$ cat config.mk
export PLATFORM = sky130hd
export DESIGN_NAME = reg_file_dump
export DESIGN_NICKNAME = d
export VERILOG_FILES = /design/src/rtl/reg_file_dump.sv
export SDC_FILE = /design/constraint.sdc
export NUM_CORES = 1
export LEC_CHECK = 0
export CORE_UTILIZATION = 40
export CTS_CLUSTER_SIZE = 10
export DETAILED_ROUTE_END_ITERATION = 6
export PLACE_DENSITY = 0.76
export SYNTH_ARGS = -nofsm -noshare
export SYNTH_HDL_FRONTEND = slang
export SYNTH_SLANG_ARGS = --single-unit
$ cat constraint.sdc
create_clock -name clk -period 3.9 [get_ports clk]
set_input_delay 1.17 -clock clk [delete_from_list [all_inputs] [get_ports clk]]
set_output_delay 1.17 -clock clk [all_outputs]
set_load 0.03 [all_outputs]
$ cat src/rtl/reg_file_dump.sv
// reg_file_dump: sequential debug reader for the LEGv8 register file.
// A start pulse walks every register through both asynchronous read ports,
// one even/odd pair per fetch. Each value is then streamed with its index
// over a valid/ready output.
module reg_file_dump #(
    parameter int WORD = 64,
    parameter int NREG = 32
) (
    input  logic            clk,
    input  logic            rst,
    input  logic            start,
    output logic            busy,
    output logic            done,
    output logic [4:0]      rd_reg1,
    output logic [4:0]      rd_reg2,
    input  logic [WORD-1:0] rd_data1,
    input  logic [WORD-1:0] rd_data2,
    output logic            out_valid,
    input  logic            out_ready,
    output logic [4:0]      out_idx,
    output logic [WORD-1:0] out_data
);

    // Width of the pair counter. For NREG == 2 the counter degenerates,
    // because it never leaves zero, so keep it at least one bit wide.
    localparam int            PW        = (NREG > 2) ? $clog2(NREG) - 1 : 1;
    localparam logic [PW-1:0] LAST_PAIR = PW'(NREG / 2 - 1);

    typedef enum logic [2:0] {
        S_IDLE,
        S_FETCH,
        S_SEND0,
        S_SEND1,
        S_DONE
    } state_t;

    state_t          state;
    state_t          state_nx;
    logic [PW-1:0]   pair;
    logic [PW-1:0]   pair_nx;
    logic [WORD-1:0] buf0;
    logic [WORD-1:0] buf1;
    logic [4:0]      pair_base;

    // Even register number of the current pair; the odd one is base + 1.
    assign pair_base = 5'({pair, 1'b0});

    // State and pair counter register; rst wins over everything, including start.
    // NOTE: sequential state uses non-blocking assignments so every flop
    // samples the pre-edge values regardless of statement order.
    always_ff @(posedge clk) begin
        if (rst) begin
            state <= S_IDLE;
            pair  <= '0;
        end else begin
            state <= state_nx;
            pair  <= pair_nx;
        end
    end

    // Next-state and pair-advance logic. out_ready only matters in the SEND states.
    // NOTE: every output of this block gets a default first, so no path
    // leaves a signal unassigned and no latch is inferred.
    always_comb begin
        state_nx = state;
        pair_nx  = pair;
        unique case (state)
            S_IDLE: begin
                if (start) begin
                    pair_nx  = '0;
                    state_nx = S_FETCH;
                end
            end
            S_FETCH: begin
                state_nx = S_SEND0;
            end
            S_SEND0: begin
                if (out_ready) begin
                    state_nx = S_SEND1;
                end
            end
            S_SEND1: begin
                if (out_ready) begin
                    if (pair == LAST_PAIR) begin
                        state_nx = S_DONE;
                    end else begin
                        pair_nx  = pair + PW'(1);
                        state_nx = S_FETCH;
                    end
                end
            end
            S_DONE: begin
                state_nx = S_IDLE;
            end
            default: begin
                state_nx = S_IDLE;
            end
        endcase
    end

    // Snapshot both read ports at the end of the FETCH cycle. Later
    // reg_file writes to this pair are therefore not seen.
    // NOTE: these are two plain holding registers, not a memory array.
    // Resetting them is cheap and keeps out_data at zero after reset.
    always_ff @(posedge clk) begin
        if (rst) begin
            buf0 <= '0;
            buf1 <= '0;
        end else if (state == S_FETCH) begin
            buf0 <= rd_data1;
            buf1 <= rd_data2;
        end
    end

    // Moore outputs decoded from state. out_idx and out_data depend only on
    // registered values, so they hold steady while the consumer stalls.
    always_comb begin
        busy      = (state != S_IDLE);
        done      = (state == S_DONE);
        out_valid = (state == S_SEND0) || (state == S_SEND1);
        rd_reg1   = pair_base;
        rd_reg2   = pair_base | 5'd1;
        out_idx   = (state == S_SEND1) ? (pair_base | 5'd1) : pair_base;
        out_data  = (state == S_SEND1) ? buf1 : buf0;
    end

endmodule

==> flow_summary.json, run 1 <==
{
  "viasPerCell": 4.60,
  "finalCriticalPeriod_ns": 3.34,
  "io_buffers": 211,
  "crit_cells": 5,
  "syn2layout_area_growth_pct": 37.1,
  "grt_use_total_pct": 20.5,
  "crit_chain": "nand3b_1 -> buf_4 -> nand2_1 -> nand2_1 -> buf_4",
  "grt_max_degree": 72,
  "ir_worst_vdd_v": 0.000321,
  "grt_pass1_wl_um": 26800,
  "holdWs_ns": 0.453,
  "initial_core_util_pct": 40.9,
  "syn_nets": 950,
  "yosys.area.top_type": "dfxtp_1",
  "crit_buf_inv": 2,
  "hold_start": "buf0[29]",
  "worst_pin_slew_ns": 0.786,
  "relSlewSlack_pct": 47.6,
  "nets": 1122,
  "layout-drive-gt1-share_pct": 31.2,
  "cp.arrival_ns": 2.17,
  "syn_inst": 817,
  "place_congestion": 0.733,
  "cts_tree": "yes",
  "status": "complete, no violations",
  "fp.dieW_um": 129,
  "core_area_sq_um": 15800,
  "die_h_um": 129,
  "drv_slew": 0,
  "p_leak_nw": 3.44,
  "totalWireLength_um": 16400,
  "postSynthAreaPerCell_sq_um": 7.93,
  "slowest_delay_ns": 0.66,
  "fin_ws_ns": 0.558,
  "crit_family": "buffers and inverters",
  "netlist.area_leader.share_pct": 41.7,
  "maxCapViolations": 0,
  "holdBufCountCts": 0,
  "power.density_nw_per_um2": 437,
  "clock_sinks": 135,
  "r2r_start": "state[1]",
  "pin_count": 214,
  "max_freq_ghz": 0.299,
  "worstPathMaxFanout": 65,
  "grt-ovfl-total": 0,
  "num_vias": 5601,
  "stdcell_count": 1218,
  "clock_latency_ns": 0.42,
  "crit_type": "reg -> out",
  "ant_nets": 0,
  "startpoint": "state[2]",
  "dieArea_sq_um": 16700,
  "numCtsBuffers": 17,
  "yosysSeqAreaShare_pct": 41.7,
  "cts_setup_buffers": 0,
  "drc_errors": 0,
  "finalHoldViolations": 0,
  "clockBufferDepth": 2,
  "yosysWarnings": 0,
  "synth_cell_types": 34,
  "htreeDepth": 4,
  "ys_ff_latch": 135,
  "place_inst": 1186,
  "tns_ns": 0,
  "finalSetupViolations": 0,
  "rows": 46,
  "crit_path_end_kind": "primary output",
  "dp_hpwl_um": 10500,
  "ff2ff_path_depth": 4,
  "rsz0062_at_grt": "false",
  "yosys-top-cells-area": "dfxtp_1, nand2_1, a21oi_2, nand2_2, buf_12",
  "dr.first_iter.drc_count": 299,
  "worstPathRequired_ns": 2.73,
  "grt_pass1_vias": 5442,
  "firstDrtPassIters": 4,
  "hp-class": "reg -> reg",
  "ctsRootBufferMaster": "clkbuf_16",
  "antenna_found_initial": 0,
  "wl_per_cell_um": 13.5,
  "synthesis.area_sq_um": 6470,
  "clkTransAtPathRegs_ns": 0.06,
  "finClkSkew_ns": 0.00615,
  "dp_slack_ns": 0.974,
  "ctsResizeCount": 0,
  "slowest_stage": "buf_4",
  "hold_depth": 2,
  "period_share_pct": 85.7,
  "critPathLaunchType": "flip-flop",
  "utilization_pct": 56.1,
  "antenna_cells": 0
}
-- where the power goes --
group	internal [mW]	switching (mW)	leakage, nW	total (mW)
combinational	0.291	0.386	2.05	0.677
sequential	1.46	0.0573	1.10	1.52
clock	1.07	0.610	0.293	1.68
total	2.82	1.05	3.44	3.87
-- cells in the mapped netlist --
| master | number |
|---|---|
| mux2i_1 | 1 |
| o21ai_2 | 1 |
| conb_1 | 2 |
| nor3b_1 | 3 |
| buf_8 | 1 |
| buf_6 | 3 |
| nand3_1 | 2 |
| or3b_4 | 1 |
| or3_1 | 3 |
| inv_2 | 1 |
| nand2_1 | 348 |
| dfxtp_1 | 135 |
| buf_12 | 10 |
| nand2_2 | 100 |
| buf_4 | 17 |
| nand3b_1 | 2 |
| a21oi_2 | 100 |
| nor2_1 | 1 |
| ha_1 | 1 |
| and3_1 | 1 |
| nor3b_2 | 1 |
| nor2b_1 | 1 |
| a31oi_1 | 4 |
| a21oi_1 | 29 |
| or4b_4 | 1 |
| o211ai_1 | 2 |
| nand4b_4 | 1 |
| o21a_1 | 1 |
| nand2b_1 | 2 |
| buf_2 | 22 |
| o22a_1 | 1 |
| a211oi_1 | 1 |
| clkbuf_1 | 16 |
| o21ai_0 | 2 |
-- final timing paths --
check	endpoint	slack [ns]
max	out_data[5]	0.56
min	buf0[29]	0.45
max reg2reg	buf0[40]	1.98
min reg2reg	buf0[29]	0.45
-- metrics by stage --
step / area [sq um] / total power [mW]
final: 8880 / 3.87
after global routing: 8880 / 4.05
after CTS: 8880 / 3.91
after detailed placement: 8260 / 2.23
after global placement: 8260 / 2.23
after floorplan: 6470 / 2.01
-- registers in the layout, indices dropped and copies added (netlist names) --
| register | cells |
|---|---|
| buf0 | 64 |
| buf1 | 64 |
| pair | 4 |
| state | 3 |
-- area by class of cell --
cell class	count	area [sq um]
Multi-Input combinational cell	612	3230
Timing Repair Buffer	222	2060
Clock buffer	19	433
Clock inverter	13	180
Fill cell	1478	6950
Sequential cell	135	2700
Tap cell	216	270
Inverter	1	3.75
-- layer usage --
metal / part of all wire [%] / GRT usage (%)
met5: 0 / 0
met3: 6.7 / 6.77
met1: 46 / 25.5
met2: 46 / 32.7
met4: 1.6 / 7.75
-- layout by cell type, fill, tap and decap left out, drive strengths merged, types with 3 or more instances in the layout --
cell type        n
a31oi            4
o21ai            3
dfxtp          135
nand2          448
or3              3
buf             77
clkdlybuf4s50  145
bufinv           4
clkbuf          19
clkinvlp         3
clkinv           6
nor3b            4
a21oi          129
-- worst min-delay path, stage by stage, from the launching register on --
cell	delay [ns]
dfxtp_1	0.31
nand2_1	0.05
a21oi_1	0.05
-- cells by family after synthesis --
family | after synthesis | share of synthesized area (%)
flip-flops | 135 | 41.7
other | 2 | 0.116
multiplexers | 1 | 0.155
AND/OR/NAND/NOR | 467 | 32.3
adder cells (fa/ha/maj) | 1 | 0.193
buffers and inverters | 70 | 8.50
AO/OA/AOI/OAI | 141 | 17.0
No activity file was read; power rests on OpenSTA's default activity.
==> inputs of run 2 (changes only) <==
--- a/config.mk
+++ b/config.mk
@@ -11,2 +11,3 @@
 export PLACE_DENSITY = 0.76
+export RECOVER_POWER = 50
 export SYNTH_ARGS = -nofsm -noshare
--- a/constraint.sdc
+++ b/constraint.sdc
@@ -3,2 +3,2 @@
 set_output_delay 1.17 -clock clk [all_outputs]
-set_load 0.03 [all_outputs]
+set_load 0.1 [all_outputs]
==> flow_summary.json, run 2 (synthesis gave the netlist of run 1 again) <==
{
  "grt_max_degree": 77,
  "antenna_found_initial": 0,
  "grt-ovfl-total": 0,
  "ctsResizeCount": 0,
  "finalSetupViolations": 0,
  "finalCriticalPeriod_ns": 3.38,
  "clkTransAtPathRegs_ns": 0.06,
  "cp.arrival_ns": 2.21,
  "tns_ns": 0,
  "violations": "capacitance limit, slew limit",
  "pin_count": 214,
  "io_buffers": 211,
  "wl_per_cell_um": 13.8,
  "maxCapViolations": 2,
  "rows": 46,
  "grt_pass1_vias": 5352,
  "die_h_um": 129,
  "totalWireLength_um": 16800,
  "hold_depth": 2,
  "largestRegisters": "buf0 x64, buf1 x64, pair x4",
  "ir_worst_vdd_v": 0.000307,
  "status": "finished with violations",
  "num_vias": 5698,
  "reg2reg_slack_ns": 0.89,
  "antenna_cells": 0,
  "ant_nets": 0,
  "n_fill_cell": 1378,
  "relSlewSlack_pct": -52.9,
  "htreeDepth": 4,
  "ctsRootBufferMaster": "clkbuf_16",
  "dr.first_iter.drc_count": 288,
  "critPathLaunchType": "flip-flop",
  "r2r_start": "state[0]",
  "numCtsBuffers": 17,
  "initial_core_util_pct": 40.9,
  "layout_commonest_cell": "nand2_1",
  "grt_use_total_pct": 20.4,
  "ff2ff_path_depth": 4,
  "firstDrtPassIters": 4,
  "cts_setup_buffers": 0,
  "clockBufferDepth": 2,
  "syn2layout_area_growth_pct": 46.8,
  "period_share_pct": 86.7,
  "max_freq_ghz": 0.296,
  "finalHoldViolations": 0,
  "grt_pass1_wl_um": 26500,
  "hold_start": "buf0[28]",
  "crit_path_end_kind": "primary output",
  "core_area_sq_um": 15800,
  "cts_tree": "yes",
  "clock_latency_ns": 0.42,
  "dp_hpwl_um": 10800,
  "crit_type": "reg -> out",
  "worstPathMaxFanout": 25,
  "dieArea_sq_um": 16700,
  "startpoint": "state[0]",
  "p_leak_nw": 3.64,
  "clock_sinks": 135,
  "drc_errors": 0,
  "worst_pin_slew_ns": 2.29,
  "rsz0062_at_grt": "false",
  "holdBufCountCts": 0,
  "layout-drive-gt1-share_pct": 29.1,
  "worstPathRequired_ns": 2.73,
  "final_cell_mix": "nand2_1, dfxtp_1, clkdlybuf4s50_1",
  "fp.dieW_um": 129,
  "place_congestion": 0.790,
  "finClkSkew_ns": 0.00614,
  "r2r_end": "buf1[6]",
  "utilization_pct": 60.1,
  "power.density_nw_per_um2": 447,
  "viasPerCell": 4.69,
  "worstHoldEndpoint": "buf0[28]",
  "nets": 1120,
  "hp-class": "reg -> reg",
  "drv_slew": 130
}
[run 2: cell count changes in the layout (fill, tap and decap cells not counted), moves of 5 or more]
cell,change
clkdlybuf4s50_1,-16
a21oi_2,-31
buf_4,-55
a21oi_1,+31
buf_12,+66
clkbuf_8,+5
[run 2: how the worst max path moves through the flow]
stage / endpoint / slack [ns] / cells past startpoint
2_1_floorplan: done / 0.05 / 2
3_3_place_gp: out_data[42] / 0.87 / 5
3_5_place_dp: out_data[35] / 0.86 / 6
4_1_cts: out_data[35] / 0.41 / 6
5_1_grt: out_data[33] / 0.31 / 6
6_report: out_data[35] / 0.52 / 6
[run 2: critical path, cell delays in order, from the launching register on]
cell and delay (ns):
dfxtp_1 0.53, nand3b_1 0.16, inv_2 0.43, buf_4 0.30, nand2_1 0.08, nand2_1 0.11, buf_12 0.18
[run 2: final cells by class]
cell class              instances  area, sq um  share of cell area, %
repair buffers                220         2830                   29.7
clock buffers                  25          505                   5.32
well taps                     216          270                   2.84
flip-flops and latches        135         2700                   28.4
inverters                       1         3.75                 0.0395
clock inverters                 7          115                   1.21
multi-input cells             612         3090                   32.5
[run 2: report_power, final]
| group | total, mW | switching (mW) | internal, mW |
|---|---|---|---|
| Combinational | 1.05 | 0.654 | 0.394 |
| Sequential | 1.52 | 0.0569 | 1.47 |
| Clock | 1.68 | 0.587 | 1.09 |
| Total | 4.25 | 1.30 | 2.95 |
[run 2: routing by layer]
layer | up-vias | global-route usage, % | share of wire (%)
li1 | 2913 | - | -
met3 | 28 | 6.07 | 6.2
met1 | 2607 | 25.4 | 46
met4 | 0 | 8.93 | 2.2
met5 | - | 0 | 0
met2 | 150 | 32.6 | 46
[run 2: metrics by stage]
step / hold WS (ns) / cells / total power [mW] / cell area, sq um / setup WS, ns
floorplan: 0.437 / 817 / 2.26 / 6470 / 0.0465
global placement: 0.442 / 1184 / 2.61 / 9040 / 0.873
detailed placement: 0.447 / 1184 / 2.62 / 9040 / 0.856
CTS: 0.455 / 1216 / 4.30 / 9660 / 0.407
global route: 0.471 / 1216 / 4.42 / 9510 / 0.312
finish: 0.454 / 1216 / 4.25 / 9510 / 0.518
